==> config.mk <==
export PLATFORM = sky130hd
export DESIGN_NAME = fifo_rr_reader
export DESIGN_NICKNAME = d
export VERILOG_FILES = /design/src/rtl/fifo_rr_reader.sv
export SDC_FILE = /design/constraint.sdc
export NUM_CORES = 1
export LEC_CHECK = 0
export ABC_AREA = 1
export BUFFER_PORTS_ARGS = -buffer_cell sky130_fd_sc_hd__buf_4
export CAP_MARGIN = 25
export CORE_ASPECT_RATIO = 1.75
export CORE_MARGIN = 2
export CORE_UTILIZATION = 35
export CTS_CLUSTER_SIZE = 25
export DETAILED_ROUTE_END_ITERATION = 7
export PLACE_DENSITY = 0.59
export SYNTH_ARGS = -nofsm -noshare
export SYNTH_HDL_FRONTEND = slang
export SYNTH_SLANG_ARGS = --single-unit
==> constraint.sdc <==
create_clock -name clk_i -period 2.9 [get_ports clk_i]
set_clock_uncertainty 0.05 [all_clocks]
set_input_delay 0 -clock clk_i [delete_from_list [all_inputs] [get_ports clk_i]]
set_output_delay 0 -clock clk_i [all_outputs]
set_load 0.02 [all_outputs]
==> src/rtl/fifo_rr_reader.sv <==
// Round-robin scheduler that drains a bank of show-ahead FIFOs into one registered valid/ready stream.
// A channel keeps the grant for at most BURST_LEN consecutive pops while other channels are waiting.
module fifo_rr_reader #(
    parameter int NUM_CH    = 4,
    parameter int DWIDTH    = 8,
    parameter int BURST_LEN = 4,
    parameter int CH_W      = $clog2(NUM_CH)
) (
    input  logic                     clk_i,
    input  logic                     srst_i,
    input  logic [NUM_CH-1:0]        empty_i,
    input  logic [NUM_CH*DWIDTH-1:0] q_i,
    output logic [NUM_CH-1:0]        rdreq_o,
    output logic [DWIDTH-1:0]        data_o,
    output logic [CH_W-1:0]          ch_o,
    output logic                     valid_o,
    input  logic                     ready_i,
    output logic                     busy_o
);

    localparam int CNT_W = $clog2(BURST_LEN + 1);

    typedef enum logic {
        S_IDLE  = 1'b0,
        S_BURST = 1'b1
    } state_t;

    state_t               r_state;
    state_t               w_state_nxt;
    logic [CH_W-1:0]      r_cur;
    logic [CNT_W-1:0]     r_cnt;
    logic [DWIDTH-1:0]    r_data;
    logic [CH_W-1:0]      r_ch;
    logic                 r_valid;

    logic [DWIDTH-1:0]    w_q [NUM_CH];
    logic                 w_stay;
    logic                 w_rot_found;
    logic [CH_W-1:0]      w_rot_ch;
    logic [CH_W-1:0]      w_scan;
    logic                 w_have_sel;
    logic [CH_W-1:0]      w_sel;
    logic                 w_load;
    logic                 w_drain;

    genvar g;
    generate
        for (g = 0; g < NUM_CH; g++) begin : g_ch
            assign w_q[g]     = q_i[g*DWIDTH +: DWIDTH];
            assign rdreq_o[g] = w_load && (w_sel == CH_W'(g));
        end
    endgenerate

    // Stay on the current channel only while its burst budget lasts.
    assign w_stay = (r_state == S_BURST) && (r_cnt < CNT_W'(BURST_LEN)) && !empty_i[r_cur];

    always_comb begin
        w_rot_found = 1'b0;
        w_rot_ch    = '0;
        w_scan      = '0;
        for (int i = 1; i <= NUM_CH; i++) begin
            w_scan = CH_W'((int'(r_cur) + i) % NUM_CH);
            if (!w_rot_found && !empty_i[w_scan]) begin
                w_rot_found = 1'b1;
                w_rot_ch    = w_scan;
            end
        end
    end

    assign w_have_sel = w_stay || w_rot_found;
    assign w_sel      = w_stay ? r_cur : w_rot_ch;
    assign w_load     = (!r_valid || ready_i) && w_have_sel && !srst_i;
    assign w_drain    = r_valid && ready_i && !w_have_sel;

    always_ff @(posedge clk_i) begin
        if (srst_i) begin
            r_state <= S_IDLE;
        end else begin
            r_state <= w_state_nxt;
        end
    end

    always_comb begin
        w_state_nxt = r_state;
        if (w_load) begin
            w_state_nxt = S_BURST;
        end else if (w_drain) begin
            w_state_nxt = S_IDLE;
        end
    end

    always_comb begin
        busy_o = (r_state == S_BURST);
    end

    // A rotate that lands back on the current channel starts a fresh burst.
    always_ff @(posedge clk_i) begin
        if (srst_i) begin
            r_cur   <= CH_W'(NUM_CH - 1);
            r_cnt   <= '0;
            r_data  <= '0;
            r_ch    <= '0;
            r_valid <= 1'b0;
        end else if (w_load) begin
            r_data  <= w_q[w_sel];
            r_ch    <= w_sel;
            r_valid <= 1'b1;
            if (w_stay) begin
                r_cnt <= r_cnt + CNT_W'(1);
            end else begin
                r_cur <= w_sel;
                r_cnt <= CNT_W'(1);
            end
        end else if (w_drain) begin
            r_valid <= 1'b0;
        end
    end

    assign data_o  = r_data;
    assign ch_o    = r_ch;
    assign valid_o = r_valid;

endmodule

==> results.yml <==
timing:
  finalWorstSetupSlack_ns: 0.558
  report.final.hold_viol_count: 0
  rsz0062_at_grt: "false"
  maxSlewHeadroom: 0.740
  setup_violations: 0
  timing.fmax_mhz: 427
  maxSlewViolCount: 0
  min_period_over_period: 0.807
  setup-tns-final_ns: 0
  min_period_ns: 2.34
  tightest_slew_ns: 0.390
  hold_ws_ns: 0.00814
die:
  die_area_sq_mm: 0.00482
  rows: 31
  start_util: 0.362
  core_sq_mm: 0.00411
  dieHeight_microns: 90.3
  ios: 55
  die_x_microns: 53.3
power_and_ir_drop:
  swShare: 0.480
  p_clk_frac: 0.144
  switchingPower_uw: 654
  pwr-share-comb: 0.617
  vdd_drop_max_v: 0.000366
  cellLeakagePower_nw: 1.13
  p_int_uw: 708
  seqPwrFrac: 0.239
  power_density_mw_per_mm2: 702
setup_path:
  required_ns: 2.85
  worstPathMaxFanout: 18
  startpoint_type: "flop"
  critPathCaptureType: "output pin"
  arrival_ns: 2.29
  crit_type: "flop to output pin"
global_route:
  grt_pass1_wl_mm: 6.58
  overflow: 0
  grt.total_usage: 0.182
  antenna_found_initial: 0
  grt_pass1_vias: 1581
  grt_max_degree: 19
clock_network:
  clk_path_buf_depth: 2
  numClockSinks: 16
  numCtsBuffers: 3
  cts_setup_buffers: 0
  cts_root_buf: "clkbuf_8"
  h-tree-depth: 1
  cts.clk_slew.worst_paths_ns: 0.06
  clk_latency_ns: 0.25
  cts_tree: "done"
route:
  drt_iter0_markers: 29
  finalWirelength_mm: 4.01
  dr.pass1.iters: 4
  drc: 0
  viasPerCell: 4.68
  wl_per_cell_microns: 11.6
  ant_nets: 0
  vias: 1619
synth:
  postSynthAreaPerCell_sq_um: 6.03
  synth_warnings: 0
  yosysSeqAreaShare: 0.215
  synthCells: 247
  synth_nets: 287
  ys_seq_elements: 16
  syn_area_sq_mm: 0.00149
  yosysUniqueCellTypes: 26
finish:
  finalCoreUtilization: 0.471
  drive_gt1_frac: 0.320
  nNetsFinal: 338
  final_common_cell: "nand2_1"
  syn_to_final_growth_pct: 30.1
  fin_area_sq_mm: 0.00194
  antennaDiodeCount: 0
  layout_common_cells: "nand2_1 (70), buf_4 (55), nand3_1 (48)"
placement:
  dp_hpwl_mm: 3.28
  gp_congestion: 0.811
  dpl_cell_area_sq_mm: 0.00187
  port_buffers: 54
  place_ws_ns: 0.706
min_path:
  hp-class: "primary input to flop"
job:
  maxCapViolCount: 0
run_status:
  status: "completed"
## sequential cells by signal (all words and copies together), names as in the netlist
| name | cells |
|---|---|
| data_o | 8 |
| ch_o | 2 |
| r_cnt | 3 |
| r_cur | 2 |
| valid_o | 1 |
## critical path: stages (launching register included)
cell and delay, ns:
dfxtp_1 0.46, buf_4 0.20, nand2_1 0.06, nand2_2 0.09
nand2_1 0.08, nand2_1 0.09, nand3_2 0.10, nand2_4 0.10
nand3_4 0.21, nand2_8 0.23, inv_1 0.09, nand2_2 0.10
nor2_1 0.05, buf_4 0.16
## through the flow
step	cells	power [mW]
5_1_grt	346	1.48
4_1_cts	346	1.38
3_5_place_dp	341	1.18
6_report	346	1.36
3_3_place_gp	341	1.18
2_1_floorplan	247	0.965
## cells in the mapped netlist
master    number  area [sq um]
nand4_1        2          12.5
nor2_1         9          33.8
a21oi_1        6          30.0
buf_8          1          15.0
o21ai_1        1          5.00
inv_2          4          15.0
nand3_1       48           240
clkbuf_1       1          3.75
nand2_4        3          33.8
inv_1         42           158
nand3_4        1          17.5
nand2_2       23           144
dfxtp_1       16           320
buf_2          1          5.00
or2_1          1          6.26
nand2_8        2          40.0
nor3_1         1          5.00
o21ai_0        2          10.0
ha_1           1          12.5
a22oi_1        2          15.0
buf_6          4          45.0
buf_4          3          22.5
nand2_1       70           263
o21ai_4        1          16.3
nand3_2        1          10.0
nor2_4         1          11.3
## metal layers
layer,track usage,up-vias,routed length (microns)
met2,0.363,52,2320
met5,0,-,0
met1,0.176,704,1460
met4,0.0513,0,47
met3,0.0232,4,179
li1,-,859,-
## path summary, 6_finish.rpt
kind,from,end,slack (ns),cells past startpoint
hold reg to reg,r_cnt[0],r_cnt[0],0.42,1
hold / removal,ready_i,valid_o,0.008,4
setup / recovery,r_cur[0],rdreq_o[2],0.56,13
setup reg to reg,r_cur[0],r_cnt[2],0.72,10
## kinds of logic after synthesis
group                    after synthesis  synth area share
buffers and inverters                 56             0.177
adder cells (fa/ha/maj)                1           0.00839
AO/OA/AOI/OAI                         12            0.0512
flip-flops                            16             0.215
AND/OR/NAND/NOR                      162             0.548
## layout make-up
| class | count | area, sq um |
|---|---|---|
| repair buffers | 56 | 423 |
| fillers | 469 | 2170 |
| flip-flops and latches | 16 | 320 |
| inverters | 46 | 173 |
| well taps | 49 | 61.3 |
| multi-input cells | 175 | 906 |
| clock buffers | 4 | 55.1 |
## power by group through the flow
stage | logic, mW | registers, mW | clock network, mW
after floorplan | 0.582 | 0.383 | 0
after global placement | 0.848 | 0.331 | 0
after detailed placement | 0.851 | 0.329 | 0
after CTS | 0.852 | 0.326 | 0.201
after global routing | 0.934 | 0.335 | 0.211
final | 0.840 | 0.326 | 0.196
## repair_timing
item,CTS,global route
hold buffers,1,0
hold endpoints to repair,4,0
endpoints found under the setup margin,0,0
resized for setup,0,0
Note: power is estimated with default switching activity, not from simulation.
